[src/rtl/cnn_sched_pkg.sv]
// Shared types and width helpers for the CNN weight scheduler.
package cnn_sched_pkg;

  typedef enum logic {
    ST_IDLE = 1'b0,
    ST_RUN  = 1'b1
  } sched_state_e;

  // Counter width for a range of n values; never narrower than one bit.
  function automatic int unsigned cnt_w(input int unsigned n);
    if (n <= 1) return 1;
    return $clog2(n);
  endfunction

endpackage

[src/rtl/weight_sched_counter_if.sv]
// Control and status bundle between a frame sequencer and the weight scheduler.
interface weight_sched_counter_if #(
  parameter int unsigned NUM_W     = 10,
  parameter int unsigned PIX_PER_W = 28,
  parameter int unsigned NUM_CH    = 1
);
  import cnn_sched_pkg::*;

  localparam int unsigned WW = cnt_w(NUM_W);
  localparam int unsigned PW = cnt_w(PIX_PER_W);
  localparam int unsigned CW = cnt_w(NUM_CH);

  logic          start;
  logic          abort;
  logic          en;
  logic [WW-1:0] cfg_num_w_m1;
  logic [PW-1:0] cfg_pix_m1;
  logic [PW-1:0] pix_cnt;
  logic [WW-1:0] weight_num;
  logic [CW-1:0] ch_num;
  logic          w_last;
  logic          frame_done;
  logic          busy;

  modport master (
    output start, abort, en, cfg_num_w_m1, cfg_pix_m1,
    input  pix_cnt, weight_num, ch_num, w_last, frame_done, busy
  );

  modport slave (
    input  start, abort, en, cfg_num_w_m1, cfg_pix_m1,
    output pix_cnt, weight_num, ch_num, w_last, frame_done, busy
  );

endinterface

[src/rtl/sched_wrap_cnt.sv]
// Wrapping counter stage; wrap marks an increment taken at the limit so stages chain.
module sched_wrap_cnt #(
  parameter int unsigned W = 4
) (
  input  logic         clk,
  input  logic         reset,
  input  logic         inc,
  input  logic         clr,
  input  logic [W-1:0] lim,
  output logic [W-1:0] cnt,
  output logic         wrap
);

  logic [W-1:0] cnt_q;
  logic [W-1:0] cnt_d;

  assign wrap = inc && (cnt_q == lim);
  assign cnt  = cnt_q;

  always_comb begin
    cnt_d = cnt_q;
    if (clr) begin
      cnt_d = '0;
    end else if (inc) begin
      cnt_d = wrap ? '0 : cnt_q + W'(1);
    end
  end

  always_ff @(posedge clk or negedge reset) begin
    if (!reset) begin
      cnt_q <= '0;
    end else begin
      cnt_q <= cnt_d;
    end
  end

endmodule

[src/rtl/weight_sched_counter.sv]
// Sweeps pixel / weight-set / channel indices for one frame of pooled-pixel reads.
module weight_sched_counter
  import cnn_sched_pkg::*;
#(
  parameter int unsigned NUM_W         = 10,
  parameter int unsigned PIX_PER_W     = 28,
  parameter int unsigned NUM_CH        = 1,
  parameter int unsigned CLEAR_ON_IDLE = 1
) (
  input  logic                   clk,
  input  logic                   reset,
  weight_sched_counter_if.slave  sif
);

  localparam int unsigned WW = cnt_w(NUM_W);
  localparam int unsigned PW = cnt_w(PIX_PER_W);
  localparam int unsigned CW = cnt_w(NUM_CH);

  localparam logic [PW-1:0] PIX_MAX = PW'(PIX_PER_W - 1);
  localparam logic [WW-1:0] W_MAX   = WW'(NUM_W - 1);
  localparam logic [CW-1:0] CH_MAX  = CW'(NUM_CH - 1);
  localparam logic          CLR_EN  = (CLEAR_ON_IDLE != 0);

  sched_state_e  state_q, state_d;
  logic [PW-1:0] pix_lim_q, pix_lim_d;
  logic [WW-1:0] w_lim_q, w_lim_d;
  logic          frame_done_q, frame_done_d;
  logic          busy_q, busy_d;

  logic          adv_c;
  logic          clr_c;
  logic          pix_wrap_c;
  logic          w_wrap_c;
  logic          ch_wrap_c;
  logic [PW-1:0] pix_cnt;
  logic [WW-1:0] weight_num;
  logic [CW-1:0] ch_num;

  // Advance and clear are mutually exclusive; abort always forces a clear.
  assign adv_c = (state_q == ST_RUN) && sif.en && !sif.abort;
  assign clr_c = sif.abort || (state_q == ST_IDLE)
              || ((state_q == ST_RUN) && !sif.en && CLR_EN);

  sched_wrap_cnt #(.W(PW)) u_pix (
    .clk   (clk),
    .reset (reset),
    .inc   (adv_c),
    .clr   (clr_c),
    .lim   (pix_lim_q),
    .cnt   (pix_cnt),
    .wrap  (pix_wrap_c)
  );

  sched_wrap_cnt #(.W(WW)) u_wgt (
    .clk   (clk),
    .reset (reset),
    .inc   (pix_wrap_c),
    .clr   (clr_c),
    .lim   (w_lim_q),
    .cnt   (weight_num),
    .wrap  (w_wrap_c)
  );

  sched_wrap_cnt #(.W(CW)) u_ch (
    .clk   (clk),
    .reset (reset),
    .inc   (w_wrap_c),
    .clr   (clr_c),
    .lim   (CH_MAX),
    .cnt   (ch_num),
    .wrap  (ch_wrap_c)
  );

  // Frame control: configuration is captured only when a frame is accepted.
  always_comb begin
    state_d      = state_q;
    pix_lim_d    = pix_lim_q;
    w_lim_d      = w_lim_q;
    frame_done_d = 1'b0;
    if (sif.abort) begin
      state_d = ST_IDLE;
    end else if (state_q == ST_IDLE) begin
      if (sif.start) begin
        state_d   = ST_RUN;
        pix_lim_d = (sif.cfg_pix_m1 > PIX_MAX) ? PIX_MAX : sif.cfg_pix_m1;
        w_lim_d   = (sif.cfg_num_w_m1 > W_MAX) ? W_MAX : sif.cfg_num_w_m1;
      end
    end else if (ch_wrap_c) begin
      state_d      = ST_IDLE;
      frame_done_d = 1'b1;
    end
    busy_d = (state_d == ST_RUN);
  end

  always_ff @(posedge clk or negedge reset) begin
    if (!reset) begin
      state_q      <= ST_IDLE;
      pix_lim_q    <= PIX_MAX;
      w_lim_q      <= W_MAX;
      frame_done_q <= 1'b0;
      busy_q       <= 1'b0;
    end else begin
      state_q      <= state_d;
      pix_lim_q    <= pix_lim_d;
      w_lim_q      <= w_lim_d;
      frame_done_q <= frame_done_d;
      busy_q       <= busy_d;
    end
  end

  assign sif.pix_cnt    = pix_cnt;
  assign sif.weight_num = weight_num;
  assign sif.ch_num     = ch_num;
  assign sif.w_last     = (pix_cnt == pix_lim_q);
  assign sif.frame_done = frame_done_q;
  assign sif.busy       = busy_q;

endmodule

[src/flat_wrapper.sv]
// flat-port wrapper written by rule: the top's interface ports become plain ports
module weight_sched_counter_flat import cnn_sched_pkg::*;
#(
  parameter int unsigned NUM_W         = 10,
  parameter int unsigned PIX_PER_W     = 28,
  parameter int unsigned NUM_CH        = 1,
  parameter int unsigned CLEAR_ON_IDLE = 1
)
  (clk, reset, sif_start, sif_abort, sif_en, sif_cfg_num_w_m1, sif_cfg_pix_m1, sif_pix_cnt, sif_weight_num, sif_ch_num, sif_w_last, sif_frame_done, sif_busy);
  weight_sched_counter_if #(.NUM_W(NUM_W), .PIX_PER_W(PIX_PER_W), .NUM_CH(NUM_CH)) sif_i ();
  input  logic clk;
  input  logic reset;
  input wire logic [$bits(sif_i.start)-1:0] sif_start;
  input wire logic [$bits(sif_i.abort)-1:0] sif_abort;
  input wire logic [$bits(sif_i.en)-1:0] sif_en;
  input wire logic [$bits(sif_i.cfg_num_w_m1)-1:0] sif_cfg_num_w_m1;
  input wire logic [$bits(sif_i.cfg_pix_m1)-1:0] sif_cfg_pix_m1;
  output wire logic [$bits(sif_i.pix_cnt)-1:0] sif_pix_cnt;
  output wire logic [$bits(sif_i.weight_num)-1:0] sif_weight_num;
  output wire logic [$bits(sif_i.ch_num)-1:0] sif_ch_num;
  output wire logic [$bits(sif_i.w_last)-1:0] sif_w_last;
  output wire logic [$bits(sif_i.frame_done)-1:0] sif_frame_done;
  output wire logic [$bits(sif_i.busy)-1:0] sif_busy;
  assign sif_i.start = sif_start;
  assign sif_i.abort = sif_abort;
  assign sif_i.en = sif_en;
  assign sif_i.cfg_num_w_m1 = sif_cfg_num_w_m1;
  assign sif_i.cfg_pix_m1 = sif_cfg_pix_m1;
  assign sif_pix_cnt = sif_i.pix_cnt;
  assign sif_weight_num = sif_i.weight_num;
  assign sif_ch_num = sif_i.ch_num;
  assign sif_w_last = sif_i.w_last;
  assign sif_frame_done = sif_i.frame_done;
  assign sif_busy = sif_i.busy;
  weight_sched_counter #(.NUM_W(NUM_W), .PIX_PER_W(PIX_PER_W), .NUM_CH(NUM_CH), .CLEAR_ON_IDLE(CLEAR_ON_IDLE)) u_core (.clk(clk), .reset(reset), .sif(sif_i));
endmodule
[config.mk]
export PLATFORM = sky130hd
export DESIGN_NAME = weight_sched_counter_flat
export DESIGN_NICKNAME = d
export VERILOG_FILES = /design/src/rtl/cnn_sched_pkg.sv /design/src/rtl/weight_sched_counter_if.sv /design/src/rtl/sched_wrap_cnt.sv /design/src/rtl/weight_sched_counter.sv /design/src/flat_wrapper.sv
export SDC_FILE = /design/constraint.sdc
export NUM_CORES = 1
export LEC_CHECK = 0
export BUFFER_PORTS_ARGS = -buffer_cell sky130_fd_sc_hd__buf_2
export CORE_MARGIN = 1.5
export CORE_UTILIZATION = 50
export CTS_CLUSTER_SIZE = 16
export DETAILED_ROUTE_END_ITERATION = 10
export PLACE_DENSITY_LB_ADDON = 0.1
export SLEW_MARGIN = 10
export SYNTH_ARGS = -nofsm -noshare
export SYNTH_HDL_FRONTEND = slang
export SYNTH_HIERARCHICAL = 1
export SYNTH_SLANG_ARGS = --single-unit
[constraint.sdc]
create_clock -name clk -period 6.3 [get_ports clk]
set_input_delay 0.945 -clock clk [delete_from_list [all_inputs] [get_ports clk]]
set_output_delay 0.945 -clock clk [all_outputs]
set_load 0.03 [all_outputs]
# == After elaboration in Yosys (flattened, before gate mapping) ==
# Cells that the tools add are included.
# totals
inputBits,14
reg_bits,21
out_inout_bits,13
elab_cells,49
# op_classes
muxes,18
n_lt_le_gt_ge,2
bitwise_logic,3
eq_ne,2
n_addsub,3
n_reduce_logical,14
# op_table
op,count
two-way mux 5 bit,4
two-way mux 4 bit,4
two-way mux 1 bit,10
logical AND 1 bit,6
nonzero test 2 bit,3
"adder 5 x 1 -> 5 bit, second input constant",1
equality test 5 bit,1
"> comparator 5 bit, second input constant",1
"adder 4 x 1 -> 4 bit, second input constant",1
equality test 4 bit,1
"> comparator 4 bit, second input constant",1
inverter 1 bit,3
AND reduction 3 bit,1
logical NOT 1 bit,2
logical OR 1 bit,2
"adder 1 bit, second input constant",1

# == Logic depth before layout (Yosys ltp) ==
# Gate-level depths: netlist of run 1.
# depth
word_depth,8
depth_mapped,9
depth_no_buf,7

# == By module ==
# The synthesis of run 1 kept the hierarchy.
# by_module_without_submodules
mod,area_per_inst_um2,seq_area_each_um2,n_inst,cells_per_inst
weight_sched_counter,533.0,282.8,1,46
sched_wrap_cnt (u_core.u_pix),332.8,125.1,1,31
sched_wrap_cnt (u_core.u_wgt),270.3,100.1,1,26
sched_wrap_cnt (u_core.u_ch),58.8,25.0,1,6

# == Least setup slack after synthesis of run 1 ==
# No wires, ideal clock.
# synth_timing
path_type,input -> register
from,input sif_abort
to,register u_core.u_wgt.cnt_q[2] (netlist: u_core/u_wgt/cnt[2])
required_time_ns,6.199
stages,9
setup_time_ns,0.101
arrival_time_ns,2.481
path_buffers,2
setup_slack_ns,3.718
path_cell_list,nand3b_1 > inv_1 > clkbuf_2 > and2_1 > and2_1 > clkbuf_2 > nand2_1 > mux2_2 > o32ai_1
# synth_via
elab_chain_cells,7
elab_cells_between_ends,10
cone_classes,mux: 3; reduce/logical: 7
# synth_lines
element,line,source
"start, declared",flat_wrapper.sv:14,input wire logic [$bits(sif_i.abort)-1:0] sif_abort;
logical NOT 1 bit *,weight_sched_counter.sv:40,assign adv_c = (state_q == ST_RUN) && sif.en && !sif.abort;
logical AND 1 bit *,weight_sched_counter.sv:40,
via u_core.adv_c,weight_sched_counter.sv:30,logic adv_c;
logical AND 1 bit *,sched_wrap_cnt.sv:17,assign wrap = inc && (cnt_q == lim);
via u_core.pix_wrap_c,weight_sched_counter.sv:32,logic pix_wrap_c;
logical AND 1 bit,sched_wrap_cnt.sv:17,
two-way mux 4 bit,sched_wrap_cnt.sv:25,cnt_d = wrap ? '0 : cnt_q + W'(1);
two-way mux 4 bit,sched_wrap_cnt.sv:24,end else if (inc) begin
two-way mux 4 bit,sched_wrap_cnt.sv:22,if (clr) begin
"end signal, assigned",sched_wrap_cnt.sv:33,cnt_q <= cnt_d;
"end, declared",sched_wrap_cnt.sv:14,logic [W-1:0] cnt_q;
# The timed path passes the listed nets; every way through them passes the cells marked *. The select of a mux whose other input is x is not followed.
# A chain may end at the register's enable or synchronous reset.

# == Worst setup path in the final report of run 1 ==
# layout_timing
from,input sif_abort
to,register u_core.u_wgt.cnt_q[2] (netlist: u_core/u_wgt/cnt[2])
# layout_via
elab_cells_between_ends,10
cone_classes,mux: 3; reduce/logical: 7
# layout_lines
element,line,source
logical OR 1 bit *,weight_sched_counter.sv:41,assign clr_c = sif.abort || (state_q == ST_IDLE)
logical OR 1 bit *,weight_sched_counter.sv:42,|| ((state_q == ST_RUN) && !sif.en && CLR_EN);
via u_core.clr_c,weight_sched_counter.sv:31,logic clr_c;
two-way mux 4 bit or nonzero test 2 bit (tied branches),--,
# Marked as above.

==> results of run 1 <==
[cells in the mapped netlist, drive strengths merged, types with 3 or more instances]
master,number
xor2,14
nand3b,5
xnor2,7
o22a,3
inv,6
mux2,4
dfrtp,15
and2,4
nand3,3
a211oi,7
nand4,3
o21ai,4
nand2,5
dfstp,6
[final cells by class]
type	count	area [um^2]
fillers	208	863.3
multi-input cells	80	621.8
flip-flops and latches	21	533.0
repair buffers	26	130.1
well taps	28	35.03
clock buffers	3	22.52
inverters	6	22.52
clock inverters	1	5.005
[worst max-delay path, cell delays in order]
cell	delay, ns
buf_2	0.13
nand3b_1	0.41
inv_1	0.31
and2_1	0.23
and2_1	0.30
nand2_1	0.09
mux2_2	0.27
o32ai_1	0.21
[routing by layer]
metal,share of wire,vias up,track usage
met3,0.044,2,0.03448
li1,-,440,-
met1,0.49,402,0.2495
met5,0,-,0
met4,0.0076,0,0.05263
met2,0.46,26,0.2848
[power groups by stage]
stage,logic (mW),clock network (mW),registers (mW)
final,0.0474,0.0657,0.162
after global routing,0.0539,0.0754,0.163
after CTS,0.0481,0.0696,0.162
after detailed placement,0.0480,0,0.165
after global placement,0.0466,0,0.164
after floorplan,0.0356,0,0.163
[state kept, by name, indices dropped and copies added, names as in the netlist]
| name | count |
|---|---|
| u_core/sif.busy | 1 |
| u_core/w_lim_q | 4 |
| u_core/u_ch/cnt | 1 |
| u_core/pix_lim_q | 5 |
| u_core/u_pix/cnt | 5 |
| u_core/u_wgt/cnt | 4 |
| u_core/sif.frame_done | 1 |
[logic make-up after synthesis]
family	Yosys count	synth area share
buffers and inverters	9	0.03665
AND/OR/NAND/NOR	31	0.1801
other	1	0.003138
AO/OA/AOI/OAI	20	0.1215
XOR/XNOR	21	0.1539
flip-flops	21	0.4461
multiplexers	4	0.03769
adder cells (fa/ha/maj)	2	0.02094
[path summary, 6_finish.rpt]
check                             startpoint                  end  slack (ns)  cells after the start
min reg2reg                u_core/w_lim_q[1]    u_core/w_lim_q[1]        0.57                      2
max                                sif_abort  u_core/u_wgt/cnt[2]        3.61                      8
max reg2reg                  u_core/sif.busy  u_core/u_wgt/cnt[2]        3.95                      7
min in group clk           u_core/w_lim_q[1]    u_core/w_lim_q[1]        0.57                      2
min                                    reset    u_core/w_lim_q[2]        0.57                      1
max in group asynchronous              reset    u_core/w_lim_q[3]        5.38                      1
[cells in the final DEF, fill, tap and decap left out, drive strengths merged, types with 3 or more instances in the layout]
cell / Yosys / routed
o22a: 3 / 3
and2: 4 / 4
dfrtp: 15 / 15
clkbuf: 2 / 3
xnor2: 7 / 7
nand4: 3 / 3
buf: 1 / 26
xor2: 14 / 14
a211oi: 7 / 7
nand3: 3 / 3
mux2: 4 / 4
inv: 6 / 6
nand2: 5 / 5
o21ai: 4 / 4
nand3b: 5 / 5
dfstp: 6 / 6
==> run_results.csv, run 1 <==
group,metric,value,unit
timing,fin_setup_tns,0,ns
cts,cts_setup_buffers,0,
timing,setup-violations-final,0,
layout,post-route-util,0.6134,
placed_design,gp_congestion,0.9208,
timing,hold_viol,0,
timing,clock.fmax,372.3,MHz
global_route,groute.usage.overall,0.1800,
layout,nNetsFinal,154,
global_route,grt_start_max_net_pins,22,
synth,netlist.area_leader.share,0.3141,
global_route,grt_pass1_vias,836,
synth,yosysTopAreaCell,"dfrtp_1",
routing,drc,0,
setup_path,cp.arrival,2.90,ns
layout,syn_to_final_growth,14.66,%
routing,first_iter_violations,13,
layout,drive_above_1_share,0.3358,
die,dieArea,2692,um^2
synth,syn_inst,109,
power,power_frac_comb,0.173,
synth,yosys_warnings,6,
die,io_pins,27,
setup_path,critical_path_class,"input pin to flop",
placed_design,place_area,1343,um^2
setup_path,cp_max_fo,13,
synth,synth_enable_flop_cells,0,
layout,fin_cells,165,
cts,clk_pin_slew,0.12,ns
placed_design,pre_cts_ws,3.314,ns
synth,synth-async-reset-ratio,1.000,
timing,setup_slack,3.614,ns
cts,htreeDepth,1,
placed_design,io_buffers,26,
cts,insertion_delay,0.30,ns
power,p_sw_frac,0.2812,
layout,diodes,0,
setup_path,crit_required,6.51,ns
routing,viasPerCell,5.273,
routing,wl,2117,um
timing,rsz0062_at_grt,"false",
global_route,antenna_found_initial,0,
die,die_w,51.89,um
die,fp.coreArea,2233,um^2
cts,numCtsBuffers,3,
cts,clockBufferDepth,2,
power,switchingPower,0.07727,mW
power,seqPwrFrac,0.588,
power,vdd_drop_max,0.1705,mV
setup_path,end_kind,"flop",
synth,synth.avg_cell_area,10.96,um^2
die,initial_core_util,0.5350,
power,p_leak,0.6258,nW
cts,hold_buffers,0,
cts,numClockSinks,21,
power,p_clk_frac,0.239,
setup_path,critPathLaunchType,"input pin",
cts,post_cts_resized,0,
synth,ys_ff_latch,21,
timing,report.final.slew_viol_count,0,
cts,tritoncts,"built",
timing,hold_slack,0.5686,ns
timing,finalCriticalPeriod,2.686,ns
synth,netlist_area,1195,um^2
synth,synth_area_leaders,"dfrtp_1 (31%), dfstp_2 (13%), xor2_1 (10%)",
routing,ant_nets,0,
routing,drt_first_pass_iters,4,
placed_design,dpl.hpwl,1635,um
timing,min_period_over_period,0.4264,
placed_design,dp.cells,161,
synth,synth_sequential_area_ratio,0.4461,
die,rows,17,
run,drv_cap,0,
routing,wl_per_cell,12.83,um
timing,clock-skew-final,0.005659,ns
power,power.total,0.2748,mW
cts,cts-root-buf,"clkbuf_4",
die,die_height,51.89,um
power,power.internal,0.1975,mW
global_route,overflow,0,
synth,yosysUniqueCellTypes,31,
status,status,"finished clean",
power,cellPowerDensity,200.6,nW/um^2
global_route,grt_pass1_wl,3643,um
layout,final_cell_area,1370,um^2
routing,vias,870,
worst_hold_path,min_path_type,"input pin to asynchronous set/reset pin",
synth,synth-main-ff-cell,"dfrtp_1",
Note: power is estimated with default switching activity, not from simulation.
==> run 2, diff against run 1 <==
ABC_AREA = 1   (was unset)
CORE_ASPECT_RATIO = 0.5   (was unset)
clock period = 2.49 ns   (was 6.3 ns; I/O delays follow)
==> run 2 against run 1 <==
Synthesized cell count grew 73%. Cell count grew 55%. Worst hold slack lost 0.51 ns. Sequential power grew 150%. Worst setup slack lost 3.1 ns. Utilization grew 4.0 points. Via count grew 38%. First-iteration DRC count grew to 3.8 times the previous value. Critical path type is now flop to flop. Critical endpoint is now u_core/sif.busy.
==> run_results.csv, run 2 <==
group,metric,value,unit
power,cellPowerDensity,504.1,nW/um^2
timing,fin_setup_tns,0,ns
cts,htreeDepth,1,
timing,hold_viol,0,
timing,rsz0062_at_grt,"false",
setup_path,cp_slowest_cell,"dfrtp_1",
synth,ys_ff_latch,21,
layout,drive_above_1_share,0.2227,
setup_path,reg2reg_slack,0.53,ns
cts,numClockSinks,21,
synth,synth_enable_flop_cells,0,
run,drv_cap,0,
timing,min_period_over_period,0.7877,
placed_design,gp_congestion,0.8656,
setup_path,end_kind,"flop",
die,io_pins,27,
cts,insertion_delay,0.26,ns
worst_hold_path,min_path_type,"input pin to asynchronous set/reset pin",
cts,clockBufferDepth,2,
global_route,antenna_found_initial,0,
cts,clk_pin_slew,0.07,ns
timing,clock.fmax,509.8,MHz
die,fp.coreArea,2342,um^2
setup_path,crit_required,2.64,ns
routing,first_iter_violations,49,
global_route,grt_start_max_net_pins,22,
layout,nFillCells,219,
setup_path,critical_path_class,"flop to flop",
layout,mostFrequentLayoutCell,"nand2_1",
synth,netlist_area,1315,um^2
timing,finalCriticalPeriod,1.961,ns
cts,numCtsBuffers,3,
die,rows,12,
routing,drt_first_pass_iters,4,
global_route,grt_pass1_wl,4312,um
routing,drc,0,
power,vdd_drop_max,0.3390,mV
setup_path,cp_max_fo,7,
synth,synthTopCellsByCount,"nand2_1 (76), inv_1 (30), dfrtp_1 (15)",
routing,ant_nets,0,
synth,synth_area_leaders,"dfrtp_1 (29%), nand2_1 (22%), dfstp_2 (12%)",
timing,clock-skew-final,0.002259,ns
routing,wl_per_cell,10.42,um
synth,synth_sequential_area_ratio,0.4053,
cts,cts_setup_buffers,0,
cts,cts-root-buf,"clkbuf_8",
synth,yosysUniqueCellTypes,23,
placed_design,dpl.hpwl,2072,um
cts,tritoncts,"built",
layout,syn_to_final_growth,16.37,%
synth,netlist.area_leader.share,0.2854,
synth,yosysTopAreaCell,"dfrtp_1",
die,die_height,39.27,um
synth,synth.most_common_cell,"nand2_1",
layout,nNetsFinal,237,
layout,final_cell_mix,"nand2_1 (76), inv_1 (30), buf_2 (26), dfrtp_1 (15), nor2_1 (12)",
placed_design,io_buffers,26,
die,die_w,75.53,um
setup_path,cp_cell_sequence,"nand3_1 > inv_1 > nand2_1 > nor2_2 > nand3_2 > inv_1 > nand3_1 > inv_1 > nand2_1 > nor2_1 > nand2_1 > o21ai_0 > nor2_1",
synth,synth.avg_cell_area,6.958,um^2
layout,diodes,0,
routing,wl,2658,um
global_route,grt_pass1_vias,1000,
timing,report.final.slew_viol_count,0,
synth,synth-async-reset-ratio,1.000,
synth,syn_inst,189,
timing,setup-violations-final,0,
die,dieArea,2965,um^2
global_route,groute.usage.overall,0.2061,
status,status,"finished clean",
die,initial_core_util,0.5614,
power,p_leak,0.9117,nW
global_route,overflow,0,
routing,vias,1198,
synth,synth-main-ff-cell,"dfrtp_1",
layout,post-route-util,0.6533,
cts,hold_buffers,0,
setup_path,critPathLaunchType,"flop",
cts,post_cts_resized,0,
routing,viasPerCell,4.698,
setup_path,cp.arrival,2.11,ns
setup_path,cp_slowest_stage_delay,0.41,ns
synth,yosys_warnings,6,
[run 2: cell types whose count changed in the layout (fill, tap and decap cells not counted), moves of 5 or more]
cell,delta
inv_2,+5
a211oi_1,-7
nand3b_1,-5
inv_1,+24
nand2_1,+71
xor2_1,-10
nand4_1,+6
nor2_1,+10
[run 2: layout make-up]
cell class,count,area [um^2],share of cell area
multi-input cells,134,646.9,0.4227
flip-flops and latches,21,533.0,0.3483
inverters,35,131.4,0.08585
repair buffers,26,130.1,0.08504
clock buffers,4,45.04,0.02944
well taps,35,43.79,0.02862
[run 2: kinds of logic after synthesis]
group	count (synthesis)	synth area share
other	1	0.002852
AOI/OAI and AO/OA	8	0.03235
xor gates and xnor gates	7	0.04662
and+or+nand+nor	114	0.3853
adders and majority gates	2	0.01903
buffers and inverters	36	0.1085
DFF	21	0.4053
[run 2: critical path: cells and delay by family, from the launching register on]
| family | cells | cell delay (ns) |
|---|---|---|
| flip-flops | 1 | 0.41 |
| AO/OA/AOI/OAI | 1 | 0.08 |
| AND/OR/NAND/NOR | 9 | 0.92 |
| buffers and inverters | 3 | 0.46 |
[run 2: per-layer routing]
layer	wire length (um)	part of all wire	GRT usage
met5	0	0	0
met4	34	0.013	0.06696
met3	156	0.059	0.07198
met2	1099	0.41	0.3333
met1	1367	0.51	0.2611
[run 2: path summary, 6_finish.rpt]
check / depth (start not counted) / end / from
worst max-delay path: 13 / u_core/sif.busy / u_core/sif.busy
worst min-delay path: 1 / u_core/pix_lim_q[2] / reset
worst max register to register: 13 / u_core/sif.busy / u_core/sif.busy
worst min register to register: 2 / u_core/w_lim_q[0] / u_core/w_lim_q[0]
max in group asynchronous: 1 / u_core/w_lim_q[3] / reset
min in group clk: 2 / u_core/sif.frame_done / sif_abort
[run 2: through the flow]
| stage | cells | hold slack [ns] | setup WS, ns | area [um^2] | power, mW |
|---|---|---|---|---|---|
| finish | 255 | 0.06229 | 0.5285 | 1530 | 0.7714 |
| global route | 255 | 0.09605 | 0.2818 | 1530 | 0.8189 |
| CTS | 255 | 0.07720 | 0.5266 | 1530 | 0.7834 |
| detailed placement | 251 | 0.3729 | 0.3927 | 1485 | 0.5549 |
| global placement | 251 | 0.3591 | 0.4995 | 1485 | 0.5489 |
| floorplan | 191 | 0.07791 | 0.5307 | 1323 | 0.5091 |
[run 2: power by group]
group	switching, mW	internal (mW)	total (mW)
combinational	0.0876	0.0554	0.143
sequential	0.0259	0.378	0.404
clock	0.110	0.114	0.224
